`src/rtl/hazard_scoreboard.sv`:
```
// Hazard unit for the F/D/E/M/W pipeline: operand forwarding, load-use
// bubbles, memory-wait freeze and branch/PC-write flush control.
module hazard_scoreboard #(
  parameter int REG_W      = 4,
  parameter int LOAD_STALL = 1,
  parameter int PC_REG     = 15
) (
  input  logic             clk,
  input  logic             reset,
  input  logic             RegWriteM,
  input  logic             RegWriteW,
  input  logic [REG_W-1:0] WA3E,
  input  logic [REG_W-1:0] WA3M,
  input  logic [REG_W-1:0] WA3W,
  input  logic [REG_W-1:0] RA1E,
  input  logic [REG_W-1:0] RA2E,
  input  logic [REG_W-1:0] RA1D,
  input  logic [REG_W-1:0] RA2D,
  input  logic             MemtoRegE,
  input  logic             RegWriteE,
  input  logic             PCSrcD,
  input  logic             PCSrcE,
  input  logic             PCSrcM,
  input  logic             PCSrcW,
  input  logic             BranchTakenE,
  input  logic             MemReqM,
  input  logic             MemReadyM,
  output logic [1:0]       ForwardAE,
  output logic [1:0]       ForwardBE,
  output logic             StallF,
  output logic             StallD,
  output logic             StallE,
  output logic             StallM,
  output logic             FlushD,
  output logic             FlushE,
  output logic             FlushW,
  output logic [1:0]       HazState
);

  typedef enum logic [1:0] {
    RUN     = 2'b00,
    LDSTALL = 2'b01,
    MEMWAIT = 2'b10
  } hazState_t;

  localparam logic [REG_W-1:0] PcIdx  = REG_W'(PC_REG);
  localparam logic [2:0]       LdInit = 3'(LOAD_STALL - 1);
  localparam bit               Multi  = (LOAD_STALL > 1);

  hazState_t  state;
  hazState_t  stateNext;
  logic [2:0] cnt;
  logic [2:0] cntNext;

  logic memStall;
  logic ldHit;
  logic pcPend;
  logic memHold;
  logic ldHold;

  function automatic logic [1:0] fwdSel(
    input logic             ra,
    input logic             dummy
  );
    fwdSel = {ra, dummy};
  endfunction

  function automatic logic [1:0] fwd(
    input logic [REG_W-1:0] ra,
    input logic             wm,
    input logic [REG_W-1:0] am,
    input logic             ww,
    input logic [REG_W-1:0] aw
  );
    if (wm && ra == am && am != PcIdx)
      fwd = fwdSel(1'b1, 1'b0);
    else if (ww && ra == aw && aw != PcIdx)
      fwd = fwdSel(1'b0, 1'b1);
    else
      fwd = 2'b00;
  endfunction

  assign memStall = MemReqM & ~MemReadyM;
  assign pcPend   = PCSrcD | PCSrcE | PCSrcM;
  assign ldHit    = MemtoRegE & RegWriteE & (WA3E != PcIdx)
                  & ((RA1D == WA3E) | (RA2D == WA3E));
  assign HazState = state;

  always_ff @(posedge clk) begin
    if (reset) begin
      state <= RUN;
      cnt   <= 3'd0;
    end else begin
      state <= stateNext;
      cnt   <= cntNext;
    end
  end

  // cnt is left untouched across a memory wait so an interrupted
  // load stall resumes with the bubbles it still owes.
  always_comb begin
    stateNext = state;
    cntNext   = cnt;
    memHold   = 1'b0;
    ldHold    = 1'b0;
    unique case (state)
      RUN: begin
        if (memStall) begin
          memHold   = 1'b1;
          stateNext = MEMWAIT;
        end else if (!BranchTakenE && ldHit) begin
          ldHold = 1'b1;
          if (Multi) begin
            stateNext = LDSTALL;
            cntNext   = LdInit;
          end
        end
      end
      LDSTALL: begin
        if (memStall) begin
          memHold   = 1'b1;
          stateNext = MEMWAIT;
        end else if (BranchTakenE) begin
          stateNext = RUN;
          cntNext   = 3'd0;
        end else begin
          ldHold  = 1'b1;
          cntNext = cnt - 3'd1;
          if (cnt <= 3'd1)
            stateNext = RUN;
        end
      end
      MEMWAIT: begin
        if (memStall) begin
          memHold = 1'b1;
        end else if (BranchTakenE) begin
          stateNext = RUN;
          cntNext   = 3'd0;
        end else begin
          stateNext = (cnt != 3'd0) ? LDSTALL : RUN;
        end
      end
      default: begin
        stateNext = RUN;
        cntNext   = 3'd0;
      end
    endcase
  end

  always_comb begin
    ForwardAE = fwd(RA1E, RegWriteM, WA3M, RegWriteW, WA3W);
    ForwardBE = fwd(RA2E, RegWriteM, WA3M, RegWriteW, WA3W);
    StallF    = 1'b0;
    StallD    = 1'b0;
    StallE    = 1'b0;
    StallM    = 1'b0;
    FlushD    = 1'b0;
    FlushE    = 1'b0;
    FlushW    = 1'b0;
    if (reset) begin
      ForwardAE = 2'b00;
      ForwardBE = 2'b00;
      FlushD    = 1'b1;
      FlushE    = 1'b1;
      FlushW    = 1'b1;
    end else if (memHold) begin
      StallF = 1'b1;
      StallD = 1'b1;
      StallE = 1'b1;
      StallM = 1'b1;
      FlushW = 1'b1;
    end else begin
      StallF = ldHold | pcPend;
      StallD = ldHold;
      FlushE = ldHold | BranchTakenE;
      // a held D register must not also be bubbled
      FlushD = (pcPend | PCSrcW | BranchTakenE) & ~ldHold;
    end
  end

endmodule

```
`config.mk`:
```
export PLATFORM = sky130hd
export DESIGN_NAME = hazard_scoreboard
export DESIGN_NICKNAME = d
export VERILOG_FILES = /design/src/rtl/hazard_scoreboard.sv
export SDC_FILE = /design/constraint.sdc
export NUM_CORES = 1
export LEC_CHECK = 0
export CORE_MARGIN = 4
export CORE_UTILIZATION = 34
export CTS_BUF_LIST = sky130_fd_sc_hd__clkbuf_16
export DETAILED_ROUTE_END_ITERATION = 8
export GPL_TIMING_DRIVEN = 0
export PLACE_DENSITY = 0.84
export SLEW_MARGIN = 25
export SYNTH_ARGS = -nofsm -noshare
export SYNTH_HDL_FRONTEND = slang
export SYNTH_SLANG_ARGS = --single-unit
export TNS_END_PERCENT = 30
```
`constraint.sdc`:
```
create_clock -name clk -period 1.6 [get_ports clk]
set_input_delay 0.24 -clock clk [delete_from_list [all_inputs] [get_ports clk]]
set_output_delay 0.24 -clock clk [all_outputs]
set_load 0.005 [all_outputs]
```
[Word level (Yosys, flattened, before mapping)]
Cells that the tools add are included.
Operators by class
  add/sub/neg operators: 1
  $lt $le $gt $ge: 1
  equal/unequal tests: 16
  multiplexer cells: 37
  bitwise operators: 15
  reductions and logical operators: 15
Operators with widths (count)
  equality test 4 bit: 6
  2-to-1 mux 1 bit: 21
  2-to-1 mux 2 bit: 9
  != test 4 bit (second input constant): 4
  2-to-1 mux 3 bit: 4
  logical AND 1 bit: 9
  one-hot mux 3 bit (3 select lines): 1
  != test 2 bit (second input constant): 4
  OR 1 bit: 7
  one-hot mux 2 bit (3 select lines): 1
  bitwise AND 1 bit: 5
  AND reduction 4 bit: 1
  less-or-equal comparator 3 x 1 -> 1 bit (second input constant): 1
  NOT 1 bit: 3
  AND reduction 3 bit: 1
  nonzero test 3 bit: 1
  OR reduction 3 bit: 1
  subtractor 3 x 1 -> 3 bit (second input constant): 1
  equality test 2 x 1 -> 1 bit (second input constant): 1
  equality test 2 bit (second input constant): 1
  zero test 2 bit: 1
  one-hot mux 1 bit (2 select lines): 1
  zero test 1 bit: 1
Storage, ports and cells
  register bits after elaboration: 5
  input port bits: 41
  output and inout bits: 13
  word-level logic and storage cells: 87

[Logic depth before layout (Yosys ltp)]
Gate-level depths: netlist of the first run.
  word-level depth: 11
  gate-level depth with buffers: 6
  depth with buffers taken out: 5

[Least setup slack after synthesis of the first run]
OpenSTA, ideal clock, no wires.
  path kind: reg-to-output
  start: reg state[0] (netlist: HazState[0])
  end: out StallF
  arrival: 1129 ps
  required time: 1360 ps
  setup slack: 231 ps
  stages on the path, launching flop included: 6
  buffers on the path: 0
  cells stage by stage: dfxtp_1 -> nor4bb_1 -> nand4b_1 -> a21oi_2 -> nor2_1 -> a31oi_1
On the way
  longest elaborated chain between the ends: 5
  elaborated cells between the ends (all ways): 9
  classes of those cells: 2 x eq/ne; 4 x mux; 1 x bitwise; 2 x reduce/logical
RTL lines
  start: declaration: line 50  | hazState_t state;
  start signal: assignment: line 94  | state <= stateNext;
  equality test 2 x 1 -> 1 bit, or another cell as far along: line 106  | unique case (state)
  one-hot mux 1 bit (2 select lines) / OR reduction 3 bit (equally long branches)
  OR 1 bit / 2-to-1 mux 1 bit (equally long branches)
  2-to-1 mux 1 bit (*): line 166  | end else if (memHold) begin
  2-to-1 mux 1 bit (*): line 160  | if (reset) begin
  end: declaration: line 30  | output logic StallF,
Mark *: on every way between the ends. The rest lies on a longest branch, timed or not.

[Worst setup path after layout of the first run]
  start: reg state[0] (netlist: HazState[0])
  end: out FlushD
On the way
  longest elaborated chain between the ends: 6
  elaborated cells between the ends (all ways): 10
  classes of those cells: 2 x eq/ne; 4 x mux; 2 x bitwise; 2 x reduce/logical
RTL lines
  equality test 2 x 1 -> 1 bit / zero test 2 bit (equally long branches): line 106
  one-hot mux 1 bit (2 select lines): line 106
  NOT 1 bit: line 177  | FlushD = (pcPend | PCSrcW | BranchTakenE) & ~ldHold;
  bitwise AND 1 bit: line 177
  2-to-1 mux 1 bit (*): line 166
  2-to-1 mux 1 bit (*): line 160
  end: declaration: line 34  | output logic FlushD,
Marks and branches as above.

==> results of run 1 <==
==> through the flow <==
step / util / power [mW] / setup TNS, ns
3_5_place_dp: 0.639 / 0.405 / -6.46
4_1_cts: 0.686 / 0.788 / -0.908
6_report: 0.695 / 0.793 / -1.13
2_1_floorplan: - / 0.247 / 0
5_1_grt: 0.695 / 0.833 / -1.64
3_3_place_gp: 0.639 / 0.399 / -6.13
==> worst max path at each step <==
stage,from,endpoint,slack (ns),cells past startpoint
after floorplan,HazState[0],StallF,0.23,5
after global placement,BranchTakenE,StallF,-0.81,7
after detailed placement,BranchTakenE,StallF,-0.83,7
after CTS,HazState[0],FlushD,-0.29,8
after global routing,HazState[0],FlushD,-0.45,8
final,HazState[0],FlushD,-0.36,8
==> routing by layer <==
layer / GRT usage / vias to the layer above
met5: 0 / -
met4: 0.0788 / 0
met3: 0.0609 / 8
met2: 0.345 / 51
met1: 0.197 / 424
li1: - / 466
==> worst max-delay path: cells and delay by family (launching register included) <==
kind                   cells  cell delay (ns)
flip-flops                 1             0.33
AND/OR/NAND/NOR            2             0.41
buffers and inverters      3             0.39
AO/OA/AOI/OAI              3             0.34
==> where the power goes <==
group | switching, mW | leakage (nW) | total [mW] | internal [mW]
sequential | 0.00265 | 0.0414 | 0.130 | 0.127
clock | 0.0882 | 0.0423 | 0.412 | 0.324
combinational | 0.110 | 0.512 | 0.251 | 0.141
total | 0.201 | 0.596 | 0.793 | 0.592
==> state kept, by name, indices dropped and copies added (netlist names) <==
signal,count
HazState,2
cnt,3
==> cells by family (layout without fill, tap and decap cells) <==
kind of cell / count (synthesis) / count (layout) / synth area share
AOI/OAI and AO/OA: 16 / 16 / 0.138
xor gates and xnor gates: 27 / 27 / 0.326
adders and majority gates: 3 / 3 / 0.0517
buffers and inverters: 7 / 71 / 0.0534
DFF: 5 / 5 / 0.138
and+or+nand+nor: 39 / 39 / 0.293
==> cell type report <==
cell class	count	share of cell area
Buffer	3	0.0135
Timing Repair Buffer	61	0.372
Clock buffer	3	0.0540
Clock inverter	1	0.00270
Sequential cell	5	0.0746
Tap cell	27	0.0243
Inverter	3	0.00809
Multi-Input combinational cell	85	0.451
==> synth_stat cells <==
| library cell | count | area share |
|---|---|---|
| xnor2_1 | 27 | 0.33 |
| nor2_1 | 9 | 0.047 |
| nand2b_1 | 1 | 0.0086 |
| o31a_1 | 1 | 0.012 |
| dfxtp_1 | 5 | 0.14 |
| ha_1 | 3 | 0.052 |
| and4bb_1 | 1 | 0.017 |
| nor4bb_1 | 1 | 0.014 |
| nand3_1 | 3 | 0.021 |
| nand4_1 | 7 | 0.060 |
| a21oi_2 | 1 | 0.012 |
| a211oi_1 | 2 | 0.021 |
| a21o_1 | 1 | 0.010 |
| o21ai_0 | 2 | 0.014 |
| nor3_1 | 6 | 0.041 |
| a21oi_1 | 5 | 0.034 |
| nand4b_1 | 1 | 0.012 |
| nor4_1 | 2 | 0.017 |
| inv_1 | 3 | 0.016 |
| nand2_1 | 7 | 0.036 |
| o21ai_1 | 1 | 0.0069 |
| clkbuf_1 | 1 | 0.0052 |
| buf_2 | 1 | 0.0069 |
| a21boi_0 | 1 | 0.010 |
| nand2b_4 | 1 | 0.019 |
| buf_4 | 1 | 0.010 |
| a31oi_1 | 2 | 0.017 |
| buf_6 | 1 | 0.016 |
==> repair_timing <==
item,CTS,global route
resized for setup,64,13
setup endpoints to repair,11,11
buffers inserted,8,2
pin swaps,10,8
==> summary.txt, run 1 <==
Status
  • Status: finished with violations
  • Violated checks: negative setup slack

Floorplanning
  • Total core area: 2000 um^2
  • I/O Pins: 54
  • Die height: 54.2 um
  • Die area: just under 3000 um^2
  • Rows: 16
  • Initial Utilization: 0.363
  • Die width: 54.2 um

Final layout
  • N_diodes: 0
  • Area Growth Syn to Fin: 91.7%
  • Final instance area: 1390 um^2
  • Nets: 206
  • Filler cells: around 180
  • Most frequent cells in the layout: dlygate4sd2_1, xnor2_1, buf_4, clkdlybuf4s50_1
  • Multi-input logic area: 627 um^2
  • Fraction of layout cells with a size suffix above 1: 0.199
  • Non-filler instance count after layout: 188
  • Commonest non-fill, non-tap cell in the layout: dlygate4sd2_1
  • Register Area: 104 um^2

Setup path
  • Slowest cell on crit path: dfxtp_4
  • Max incr delay on CP: 0.33 ns
  • WP data required: between 1 and 1.5 ns
  • CP Capture Type: primary output
  • Startpoint class of the critical path: flop
  • Worst-path cell chain: nor4bb_2, nand4b_1, a21oi_2, buf_4, o31a_1, buf_4, a21oi_2, buf_2
  • FF-to-FF path depth: 6
  • Critical path type: reg -> out
  • Reg-to-Reg End: HazState[0]
  • Crit path max fanout: 2
  • R2r startpoint: HazState[0]
  • Flop2flop setup slack: 0.24 ns
  • CP arrival: 1.72 ns

Timing
  • Worst-Margin Slew: 0.468 ns
  • Final setup margin: -0.358 ns
  • F_max: 511 MHz
  • Final Skew: 0.00318 ns
  • RSZ-0062 raised after global routing: yes
  • Final worst-path cycle share: 1.22
  • Slew headroom: 0.688
  • Pins Over Slew Limit: 0
  • Endpoints failing hold: 0
  • Post-route minimum period: about 2.0 ns
  • Final Setup Violations: 5
  • Worst hold slack: approximately 0.41 ns

Synthesis
  • Avg Cell Area, Syn: ~7.5 um^2
  • Sequential area share after synthesis: 0.138
  • Post-Synthesis Cells: 97
  • Synth Warn #: 0
  • Synthesized net count: 141
  • #FFs+latches synth: 5
  • Cell Area, Synth: 726 um^2
  • Synth cell types: 28

Placement
  • Place WS: -0.833 ns
  • GPL Wtd Cong: 0.747
  • Placed cell count: between 150 and 200
  • Post-place instance area: 1280 um^2
  • Dpl hpwl: 1.99 mm
  • I/O Buffers: 52

Hold path
  • Hold EP: HazState[1]
  • Min-delay src: reset
  • Worst hold path type: in -> reg
  • Hold Path Depth: 2

Detailed routing
  • Initial DRC Count: 2
  • Routed length per placed instance: 14.3 um
  • Detailed Route WL: 2.70 mm
  • Drt drc: 0
  • ANT nets after route: 0
  • TritonRoute pass-1 iters: 4
  • DR WL met2: 1.28 mm
  • Metal3 WL: about 350 um
  • Via density: 5.05
  • Wire length on met1: 999 um
  • Highest metal used: met4
  • Routed vias: 949

Clock tree
  • Maximum buffer depth of the clock tree: 2
  • CTS buffer count: 3
  • CTS root buf: clkbuf_16
  • Clock sink count: 5
  • Clock latency at the later pin of the worst-skew pair: 0.23 ns
  • H-tree depth reported by CTS: 1
  • CTS tree: built
  • Hold-fix buffers at CTS: 0
  • Worst-path clk slew: 0.03 ns

Run
  • Max cap viols: 0

Global routing
  • GR Overflow Total: 0
  • Initial antenna violation count: 0
  • Largest net degree at the start of global routing: 11
  • Global-route wire length before repair: 4.00 mm
  • Number of global-route vias before repair: 944
  • Total GRT Usage: 0.190

Power
  • LEAKAGE: 0.596 nW
  • Worst VDD drop: 0.515 mV
  • Pwr Density: approximately 570 nW/um^2
Note: power is estimated with default switching activity, not from simulation.
==> run 2, diff against run 1 <==
CAP_MARGIN = 20   (was unset)
SLEW_MARGIN = unset   (was 25)
==> results of run 2 <==
No change in the layout: final DEF, timing and power equal those of run 1.
==> run 3, diff against run 2 <==
CELL_PAD_IN_SITES_DETAIL_PLACEMENT = 1   (was unset)
CELL_PAD_IN_SITES_GLOBAL_PLACEMENT = 1   (was unset)
CORE_MARGIN = unset   (was 4)
CORE_UTILIZATION = 22   (was 34)
PLACE_DENSITY = 0.83   (was 0.84)
==> run 3 against run 2 <==
  * The run still ends with negative setup slack left
  * Clock power down 3%
  * Hold slack better by 0.038 ns
  * Fmax up 4.7%
  * Largest power group unchanged
==> summary.txt, run 3 (synthesized netlist as in run 1, its figures left out) <==
Timing
  • Final Skew: 0.00158 ns (-0.00159 ns)
  • Worst-Margin Slew: 0.499 ns (+0.0312 ns)
  • Post-route minimum period: 1.87 ns (-0.0878 ns)
  • Final setup margin: -0.271 ns (+0.0878 ns)
  • Pins Over Slew Limit: 0 (unchanged)
  • Endpoints failing hold: 0 (unchanged)
  • Worst hold slack: 0.451 ns (+0.0383 ns)
  • Final worst-path cycle share: 1.17 (-0.0549)
  • Slew headroom: 0.667 (-0.0208)
  • RSZ-0062 raised after global routing: yes
  • F_max: 535 MHz (+4.7%)
  • Final Setup Violations: 8 (+3)

Setup path
  • Flop2flop setup slack: 0.26 ns (+0.02 ns)
  • WP data required: 1.36 ns (about the same)
  • Crit path max fanout: 2 (unchanged)
  • Startpoint class of the critical path: flop
  • Critical path type: reg -> out
  • CP Capture Type: primary output
  • CP arrival: 1.63 ns (-0.09 ns)

Global routing
  • Total GRT Usage: 0.177 (-0.0128)
  • Global-route wire length before repair: 4.73 mm (+18%)
  • Largest net degree at the start of global routing: 11 (unchanged)
  • Initial antenna violation count: 0 (unchanged)
  • GR Overflow Total: 0 (unchanged)
  • Number of global-route vias before repair: 1,082 (+15%)

Floorplanning
  • Die height: 59.4 um (+9.7%)
  • Die width: 59.4 um (+9.7%)
  • I/O Pins: 54 (unchanged)
  • Total core area: 3100 um^2 (+55%)
  • Initial Utilization: 0.234 (-0.129)
  • Die area: 3530 um^2 (+20%)
  • Rows: 20 (+4)

Clock tree
  • CTS tree: built
  • CTS root buf: clkbuf_16
  • Hold-fix buffers at CTS: 0 (unchanged)
  • Clock latency at the later pin of the worst-skew pair: 0.22 ns (about the same)
  • CTS buffer count: 3 (unchanged)
  • Clock sink count: 5 (unchanged)
  • H-tree depth reported by CTS: 1 (unchanged)
  • Maximum buffer depth of the clock tree: 2 (unchanged)
  • Worst-path clk slew: 0.03 ns (about the same)

Final layout
  • Filler cells: 397 (+130%)
  • N_diodes: 0 (unchanged)
  • Biggest register: cnt
  • Nets: 207 (+0.49%)
  • Commonest non-fill, non-tap cell in the layout: xnor2_1
  • Fraction of layout cells with a size suffix above 1: 0.228 (+0.0296)
  • Max reg flops: 3 (unchanged)
  • Area Growth Syn to Fin: 99.8%
  • Multi-input logic area: 651 um^2 (+3.8%)
  • Register Area: 104 um^2 (unchanged)
  • Most frequent cells in the layout: xnor2_1, dlygate4sd2_1, clkdlybuf4s50_1, buf_4

Power
  • Logic pwr share: 0.339 (+0.023)
  • Sw Pwr: 0.198 mW (-1.3%)
  • Total power: 0.801 mW (+0.99%)
  • Net Sw Frac: 0.247 (-0.00576)
  • Flop pwr share: 0.162 (-0.002)
  • LEAKAGE: 0.600 nW (+0.68%)
  • Clock power frac: 0.499 (-0.021)
  • Internal: 0.603 mW (+1.8%)
  • Worst VDD drop: 0.279 mV (-46%)
  • Pwr Density: 552 nW/um^2 (-3.1%)

Placement
  • Dpl hpwl: 2.29 mm (+15%)
  • GPL Wtd Cong: 0.853 (+14%)
  • I/O Buffers: 52 (unchanged)

Detailed routing
  • ANT nets after route: 0 (unchanged)
  • Detailed Route WL: 2.87 mm (+6.4%)
  • Drt drc: 0 (unchanged)
  • Routed length per placed instance: 13.9 um (-2.9%)
  • TritonRoute pass-1 iters: 4 (unchanged)
  • Via density: 4.74 (-6.1%)
  • Routed vias: 976 (+2.8%)
  • Initial DRC Count: 5 (+3)

Run
  • Max cap viols: 0 (unchanged)

Hold path
  • Worst hold path type: in -> reg

Status
  • Status: finished with violations
  • Violated checks: negative setup slack
-- run 3: cell types whose count changed in the layout (fill, tap and decap cells not counted), moves of 2 or more --
cell             before  now
nor3_1                6    4
dlymetal6s2s_1        0    2
clkdlybuf4s50_1       8   15
buf_4                10   13
nor3_2                0    2
dlygate4sd2_1        36   26
-- run 3: final timing paths --
check	startpoint	to	depth (start not counted)
worst max-delay path	HazState[0]	FlushD	7
worst min-delay path	BranchTakenE	HazState[0]	4
worst max register to register	HazState[1]	HazState[0]	6
worst min register to register	cnt[1]	cnt[1]	2
-- run 3: layout make-up --
class / instances / share of cell area
plain buffers: 3 / 0.0129
clock buffers: 3 / 0.0518
clock inverters: 1 / 0.00259
inverters: 3 / 0.00777
multi-input cells: 85 / 0.449
flip-flops and latches: 5 / 0.0716
well taps: 44 / 0.0380
repair buffers: 62 / 0.367
-- run 3: per-layer routing --
metal,vias to the layer above,share of wire,global-route usage
met1,465,0.37,0.180
met2,36,0.58,0.369
met4,0,0.0066,0.0408
met3,2,0.045,0.0218
li1,473,-,-
met5,-,0,0
-- run 3: repair_timing --
item / 4_1_cts / 5_1_grt
pin swaps: 18 / 7
setup buffers: 10 / 0
setup endpoints to repair: 11 / 11
resized for setup: 65 / 12
-- run 3: critical path, cell delays in order, from the launching register on --
cell and delay (ns):
dfxtp_4 0.34, nor4bb_4 0.26, nand4b_1 0.16, a21oi_2 0.18, buf_4 0.13, o31a_1 0.16
a21oi_2 0.04, buf_2 0.14
-- run 3: metrics by stage --
step / cells / util / setup slack, ns / cell area [um^2] / TNS (ns)
final: 206 / 0.467 / -0.271 / 1450 / -1.39
after global routing: 206 / 0.467 / -0.359 / 1450 / -2.03
after CTS: 206 / 0.460 / -0.203 / 1430 / -1.23
after detailed placement: 193 / 0.419 / -0.853 / 1300 / -6.70
after global placement: 193 / 0.419 / -0.801 / 1300 / -6.32
after floorplan: 97 / - / 0.231 / 726 / 0
-- run 3: power groups by stage --
stage	clock network [mW]	registers, mW	logic, mW
floorplan	0	0.133	0.114
global placement	0	0.133	0.270
detailed placement	0	0.133	0.281
CTS	0.403	0.130	0.265
global route	0.415	0.130	0.293
finish	0.400	0.130	0.271
